===== src/rtl/vga_timing_pkg.sv =====
// Shared VGA timing constants: default 640x480@60 porch/sync/active
// values, total derivations and the sync pin polarity.
package vga_timing_pkg;

  localparam int unsigned DEF_CLK_DIV  = 32'd2;

  localparam int unsigned DEF_H_ACTIVE = 32'd640;
  localparam int unsigned DEF_H_FP     = 32'd16;
  localparam int unsigned DEF_H_SYNC   = 32'd96;
  localparam int unsigned DEF_H_BP     = 32'd48;

  localparam int unsigned DEF_V_ACTIVE = 32'd480;
  localparam int unsigned DEF_V_FP     = 32'd10;
  localparam int unsigned DEF_V_SYNC   = 32'd2;
  localparam int unsigned DEF_V_BP     = 32'd33;

  // Sync pins are asserted low on the connector.
  localparam logic SYNC_ACTIVE_LEVEL = 1'b0;

  // Full period of one axis: visible + front porch + sync + back porch.
  function automatic int unsigned calc_total(input int unsigned active_len,
                                             input int unsigned fp_len,
                                             input int unsigned sync_len,
                                             input int unsigned bp_len);
    return active_len + fp_len + sync_len + bp_len;
  endfunction

  localparam int unsigned DEF_H_TOTAL =
    calc_total(DEF_H_ACTIVE, DEF_H_FP, DEF_H_SYNC, DEF_H_BP);
  localparam int unsigned DEF_V_TOTAL =
    calc_total(DEF_V_ACTIVE, DEF_V_FP, DEF_V_SYNC, DEF_V_BP);

endpackage


===== src/rtl/vga_timing_gen_wrap_counter.sv =====
// Modulo-N counter with enable; carry is high on the enabled step that
// wraps the count back to zero, so it can chain into the next axis.
module wrap_counter #(
  parameter int unsigned MODULUS = 32'd800,
  parameter int unsigned W       = 32'd32
) (
  input  logic         CLK,
  input  logic         RST,
  input  logic         en,
  output logic [W-1:0] count,
  output logic         carry
);

  logic [W-1:0] last_s;

  assign last_s = W'(MODULUS - 32'd1);

  // Carry marks the enabled step out of the last count value.
  always_comb begin
    carry = 1'b0;
    if (en && (count == last_s)) begin
      carry = 1'b1;
    end else begin
      carry = 1'b0;
    end
  end

  // Count register: clears on reset, steps on enable, wraps on carry.
  always_ff @(posedge CLK) begin
    if (RST) begin
      count <= '0;
    end else if (en) begin
      if (carry) begin
        count <= '0;
      end else begin
        count <= count + W'(1);
      end
    end
  end

endmodule


===== src/rtl/vga_timing_gen.sv =====
// VGA raster timing source: pixel divider, horizontal/vertical counters,
// and a two-stage pipeline that lines blanking and sync up with the colour
// the display block returns one CLK after the coordinates change.
module vga_timing_gen
  import vga_timing_pkg::*;
#(
  parameter int unsigned CLK_DIV  = DEF_CLK_DIV,
  parameter int unsigned H_ACTIVE = DEF_H_ACTIVE,
  parameter int unsigned H_FP     = DEF_H_FP,
  parameter int unsigned H_SYNC   = DEF_H_SYNC,
  parameter int unsigned H_BP     = DEF_H_BP,
  parameter int unsigned V_ACTIVE = DEF_V_ACTIVE,
  parameter int unsigned V_FP     = DEF_V_FP,
  parameter int unsigned V_SYNC   = DEF_V_SYNC,
  parameter int unsigned V_BP     = DEF_V_BP
) (
  input  logic        CLK,
  input  logic        RST,
  output logic [31:0] row,
  output logic [31:0] col,
  output logic        vnotactive,
  output logic        frame_start,
  input  logic        red,
  input  logic        green,
  input  logic        blue,
  output logic        vga_hs,
  output logic        vga_vs,
  output logic        vga_r,
  output logic        vga_g,
  output logic        vga_b
);

  localparam int unsigned H_TOTAL   = calc_total(H_ACTIVE, H_FP, H_SYNC, H_BP);
  localparam int unsigned V_TOTAL   = calc_total(V_ACTIVE, V_FP, V_SYNC, V_BP);
  localparam int unsigned HS_START  = H_ACTIVE + H_FP;
  localparam int unsigned HS_END    = H_ACTIVE + H_FP + H_SYNC;
  localparam int unsigned VS_START  = V_ACTIVE + V_FP;
  localparam int unsigned VS_END    = V_ACTIVE + V_FP + V_SYNC;
  localparam logic [2:0]  DIV_LAST  = 3'(CLK_DIV - 32'd1);

  logic [2:0] div_r;
  logic       tick_s;
  logic       h_carry_s;
  logic       v_carry_s;
  logic       active_s;
  logic       hs_raw_s;
  logic       vs_raw_s;
  logic       active_d1_r;
  logic       hs_d1_r;
  logic       vs_d1_r;

  assign tick_s = (div_r == DIV_LAST);

  // Pixel divider: counts 0..CLK_DIV-1, tick on the last count.
  always_ff @(posedge CLK) begin
    if (RST) begin
      div_r <= 3'd0;
    end else if (tick_s) begin
      div_r <= 3'd0;
    end else begin
      div_r <= div_r + 3'd1;
    end
  end

  wrap_counter #(.MODULUS(H_TOTAL), .W(32'd32)) u_hcnt (
    .CLK   (CLK),
    .RST   (RST),
    .en    (tick_s),
    .count (col),
    .carry (h_carry_s)
  );

  wrap_counter #(.MODULUS(V_TOTAL), .W(32'd32)) u_vcnt (
    .CLK   (CLK),
    .RST   (RST),
    .en    (h_carry_s),
    .count (row),
    .carry (v_carry_s)
  );

  // Raster decode from the live counters; vnotactive is unpipelined so the
  // display sees blanking in the same cycle the row changes.
  always_comb begin
    vnotactive = (row >= V_ACTIVE);
    active_s   = (col < H_ACTIVE) && (row < V_ACTIVE);
    hs_raw_s   = (col >= HS_START) && (col < HS_END);
    vs_raw_s   = (row >= VS_START) && (row < VS_END);
  end

  // Frame marker: high only on the cycle the counters land on (0,0).
  always_ff @(posedge CLK) begin
    if (RST) begin
      frame_start <= 1'b0;
    end else begin
      frame_start <= v_carry_s;
    end
  end

  // Stage 1: hold decode for one CLK while the display computes colour.
  always_ff @(posedge CLK) begin
    if (RST) begin
      active_d1_r <= 1'b0;
      hs_d1_r     <= 1'b0;
      vs_d1_r     <= 1'b0;
    end else begin
      active_d1_r <= active_s;
      hs_d1_r     <= hs_raw_s;
      vs_d1_r     <= vs_raw_s;
    end
  end

  // Stage 2: drive pins; colour is blanked outside the visible area.
  always_ff @(posedge CLK) begin
    if (RST) begin
      vga_hs <= ~SYNC_ACTIVE_LEVEL;
      vga_vs <= ~SYNC_ACTIVE_LEVEL;
      vga_r  <= 1'b0;
      vga_g  <= 1'b0;
      vga_b  <= 1'b0;
    end else begin
      vga_hs <= hs_d1_r ? SYNC_ACTIVE_LEVEL : ~SYNC_ACTIVE_LEVEL;
      vga_vs <= vs_d1_r ? SYNC_ACTIVE_LEVEL : ~SYNC_ACTIVE_LEVEL;
      if (active_d1_r) begin
        vga_r <= red;
        vga_g <= green;
        vga_b <= blue;
      end else begin
        vga_r <= 1'b0;
        vga_g <= 1'b0;
        vga_b <= 1'b0;
      end
    end
  end

endmodule


===== config.mk =====
export PLATFORM = sky130hd
export DESIGN_NAME = vga_timing_gen
export DESIGN_NICKNAME = d
export VERILOG_FILES = /design/src/rtl/vga_timing_pkg.sv /design/src/rtl/vga_timing_gen_wrap_counter.sv /design/src/rtl/vga_timing_gen.sv
export SDC_FILE = /design/constraint.sdc
export NUM_CORES = 1
export LEC_CHECK = 0
export BUFFER_PORTS_ARGS = -buffer_cell sky130_fd_sc_hd__buf_2
export CORE_ASPECT_RATIO = 0.8
export CORE_MARGIN = 2
export CORE_UTILIZATION = 51
export CTS_BUF_LIST = sky130_fd_sc_hd__clkbuf_4 sky130_fd_sc_hd__clkbuf_8
export CTS_CLUSTER_DIAMETER = 60
export DETAILED_ROUTE_END_ITERATION = 8
export MAX_ROUTING_LAYER = met4
export PLACE_DENSITY_LB_ADDON = 0.12
export SLEW_MARGIN = 20
export SYNTH_ARGS = -nofsm -noshare
export SYNTH_HDL_FRONTEND = slang
export SYNTH_SLANG_ARGS = --single-unit

===== constraint.sdc =====
create_clock -name CLK -period 2.85 [get_ports CLK]
set_input_delay 0.285 -clock CLK [delete_from_list [all_inputs] [get_ports CLK]]
set_output_delay 0.285 -clock CLK [all_outputs]
set_load 0.005 [all_outputs]

==> results_dict.tcl <==
set metrics [dict create \
    status "completed" \
    yosys.area_share.simple 0.343 \
    tightest_slew_ns 0.529 \
    yosysUniqueCellTypes 33 \
    antenna_cells 0 \
    postSynth.asyncResetShare 0 \
    syn_area_mm2 0.00362 \
    cts_resized 0 \
    grt_max_degree 35 \
    core_area_mm2 0.00689 \
    slowest_delay_ns 0.53 \
    setup_viol 0 \
    synth_top_family_by_area "simple AND/OR/NAND/NOR gates" \
    rows 27 \
    slew_headroom 0.644 \
    vias_per_cell 5.77 \
    drt-wirelength-per-cell_um 14.8 \
    cp_slowest_cell "or4_1" \
    grt_pass1_vias 3020 \
    p_total_w 0.00209 \
    gr-usage-all-layers 0.246 \
    die-area_mm2 0.00780 \
    clk-insertion-delay-late_ns 0.36 \
    yosys.area_share.xor_xnor 0.0894 \
    p_sw_frac 0.224 \
    fin_crit_sh 0.972 \
    cts_made_buffers 9 \
    muxShareOfSynthArea 0 \
    cts_tree "yes" \
    synth-seq-cells 76 \
    synth-main-ff-cell "dfxtp_1" \
    fin_setup_tns_ns 0 \
    r2r_cells 6 \
    powerDensity_mw_per_mm2 474 \
    syn_area_per_cell_um2 8.20 \
    fillers 637 \
    p_comb_frac 0.039 \
    dp_hpwl_um 6210 \
    synth_cells 442 \
    setup.worst_path.end_class "flip-flop" \
    critical_path_class "flip-flop to flip-flop" \
    worstPathRequired_ns 3.14 \
    htree_levels 3 \
    p_leak_nw 1.68 \
    drt-pass1-iter-count 4 \
    rsz0062_at_grt "false" \
    cap_violations 0 \
    clkSlewWorstSetupHoldPaths_ns 0.08 \
    clock.fmax_mhz 361 \
    num_vias 3541 \
    nNetsFinal 533 \
    overflow 0 \
    seq_power_share 0.516 \
    ctsRootBufferMaster "clkbuf_8" \
    seq_area_frac_synth 0.420 \
    hold_viol 0 \
    syn_to_final_growth_pct 21.7 \
    ys_warn_count 0 \
    cts_hold_buf 0 \
    fp.dieW_um 98.2 \
    hold_depth 2 \
    drive_gt1_frac 0.222 \
    globalplace.congestion 0.847 \
    portBuffers 75 \
    clock_path_buffers 2 \
    synth-compound-area-share 0.0829 \
    ioPinCount 76 \
    drcViolationCount 0 \
    drtAntennaViolNets 0 \
    clock-sinks 76 \
    fp.dieH_um 79.4 \
    worst-r2r-setup-slack_ns 0.08 \
    antenna_found_initial 0 \
    crit_path_frequent_cell "or4_1" \
    drt_iter0_drc 225 \
    start_util 0.526 \
    arrival_ns 3.06 \
    slew_viol_final 0 \
    wl_um 9080 \
    irDropWorstVdd_mv 0.307 \
    cts_setup_buffers 0 \
    worstPathMaxFanout 34 \
    p_sw_w 0.000468 \
    syn-num-nets 453 \
    startpoint_type "flip-flop" \
    hp-class "input port to flip-flop" \
    grt_pass1_wl_um 15000 \
    synth_edf_count 0 \
    layout_min_cycle_time_ns 2.77 \
    clkPwrFrac 0.445 \
    synthAdderAreaFrac 0.0207 \
    skew_ns 0.00752 \
    path_cells "or4b_1 > or4_1 > or4_1 > buf_12 > or4_1 > a21oi_1" \
    internal-power_w 0.00162 \
]
[synth_stat cells, types with 2 or more instances]
| cell type | instances | area share |
|---|---|---|
| a21oi_1 | 28 | 0.039 |
| and2_1 | 5 | 0.0086 |
| and3_1 | 5 | 0.0086 |
| and4_1 | 7 | 0.017 |
| buf_1 | 4 | 0.0041 |
| buf_2 | 2 | 0.0028 |
| clkbuf_1 | 21 | 0.022 |
| dfxtp_1 | 76 | 0.42 |
| ha_1 | 6 | 0.021 |
| inv_1 | 12 | 0.012 |
| nand2_1 | 30 | 0.031 |
| nand2b_1 | 5 | 0.0086 |
| nand3_1 | 24 | 0.033 |
| nand4_1 | 19 | 0.033 |
| nor2_1 | 49 | 0.051 |
| nor2b_1 | 3 | 0.0052 |
| nor3_1 | 17 | 0.023 |
| nor4_1 | 27 | 0.047 |
| o21ai_0 | 12 | 0.017 |
| o31ai_1 | 12 | 0.025 |
| or2_2 | 3 | 0.0052 |
| or3_1 | 15 | 0.026 |
| or4_1 | 15 | 0.031 |
| xnor2_1 | 30 | 0.073 |
| xor2_1 | 7 | 0.017 |
[sequential cells by signal, indices dropped and copies added, names as in the netlist]
signal / flops
u_hcnt.count: 32
u_vcnt.count: 32
div_r: 3
active_d1_r: 1
frame_start: 1
hs_d1_r: 1
vga_b: 1
vga_g: 1
vga_hs: 1
vga_r: 1
vga_vs: 1
vs_d1_r: 1
[cells in the final DEF, fill, tap and decap left out, types with 12 or more instances in the layout]
cell type | synthesis | routed
xnor2_1 | 30 | 30
o31ai_1 | 12 | 12
o21ai_0 | 12 | 12
a21oi_1 | 28 | 28
dfxtp_1 | 76 | 76
nor4_1 | 27 | 27
or3_1 | 15 | 15
nand2_1 | 30 | 30
or4_1 | 15 | 15
nor2_1 | 49 | 49
nand4_1 | 19 | 19
inv_1 | 12 | 12
nor3_1 | 17 | 17
buf_4 | 0 | 20
nand3_1 | 24 | 24
buf_2 | 2 | 75
[cells by family (layout without fill, tap and decap cells)]
logic type,Yosys count,in the layout
simple gates,230,230
flops,76,76
compound gates,53,53
buf+inv,40,125
xor+xnor,37,37
fa+ha+maj,6,6
[power by group through the flow]
| stage | registers, W | logic [W] | clock network (W) |
|---|---|---|---|
| global placement | 0.00110 | 0.0000776 | 0 |
| finish | 0.00108 | 0.0000809 | 0.000931 |
| CTS | 0.00108 | 0.0000812 | 0.000944 |
| detailed placement | 0.00110 | 0.0000799 | 0 |
| global route | 0.00108 | 0.0000909 | 0.000980 |
| floorplan | 0.00111 | 0.0000447 | 0 |
[path summary, 6_finish.rpt]
kind | from | to
setup reg to reg | u_hcnt.count[5] | u_vcnt.count[30]
setup / recovery | u_hcnt.count[5] | u_vcnt.count[30]
hold reg to reg | hs_d1_r | vga_hs
hold / removal | green | vga_g
[layout make-up]
class                      instances  area, um2  share of cell area
clock inverter                     6       87.6              0.0199
sequential                        76       1520               0.345
clock buffer                      10        138              0.0312
tap                               87        109              0.0247
timing repair buffer              97        566               0.128
inverter                          12       45.0              0.0102
multi-input combinational        326       1940               0.441
[per-layer routing]
metal,vias up,track usage,part of all wire
li1,1751,-,-
met1,1659,0.343,0.47
met2,122,0.348,0.44
met3,9,0.0709,0.080
met4,0,0.0726,0.0098
met5,-,-,0
[through the flow]
| step | setup WS (ns) | hold WS [ns] | util | instances | cell area (um2) |
|---|---|---|---|---|---|
| after floorplan | 0.0692 | 0.356 | - | 442 | 3620 |
| after global placement | 0.138 | 0.357 | 0.607 | 598 | 4180 |
| after detailed placement | 0.100 | 0.366 | 0.607 | 598 | 4180 |
| after CTS | 0.0764 | 0.117 | 0.640 | 614 | 4410 |
| after global routing | 0.00508 | 0.117 | 0.640 | 614 | 4410 |
| final | 0.0808 | 0.122 | 0.640 | 614 | 4410 |
[critical path, delay by kind of cell (launching register included)]
family	cells	cell delay [ns]
AOI/OAI and AO/OA	1	0.16
buffers and inverters	1	0.19
DFF	1	0.31
and+or+nand+nor	4	2.02
Note: power is estimated with default switching activity, not from simulation.
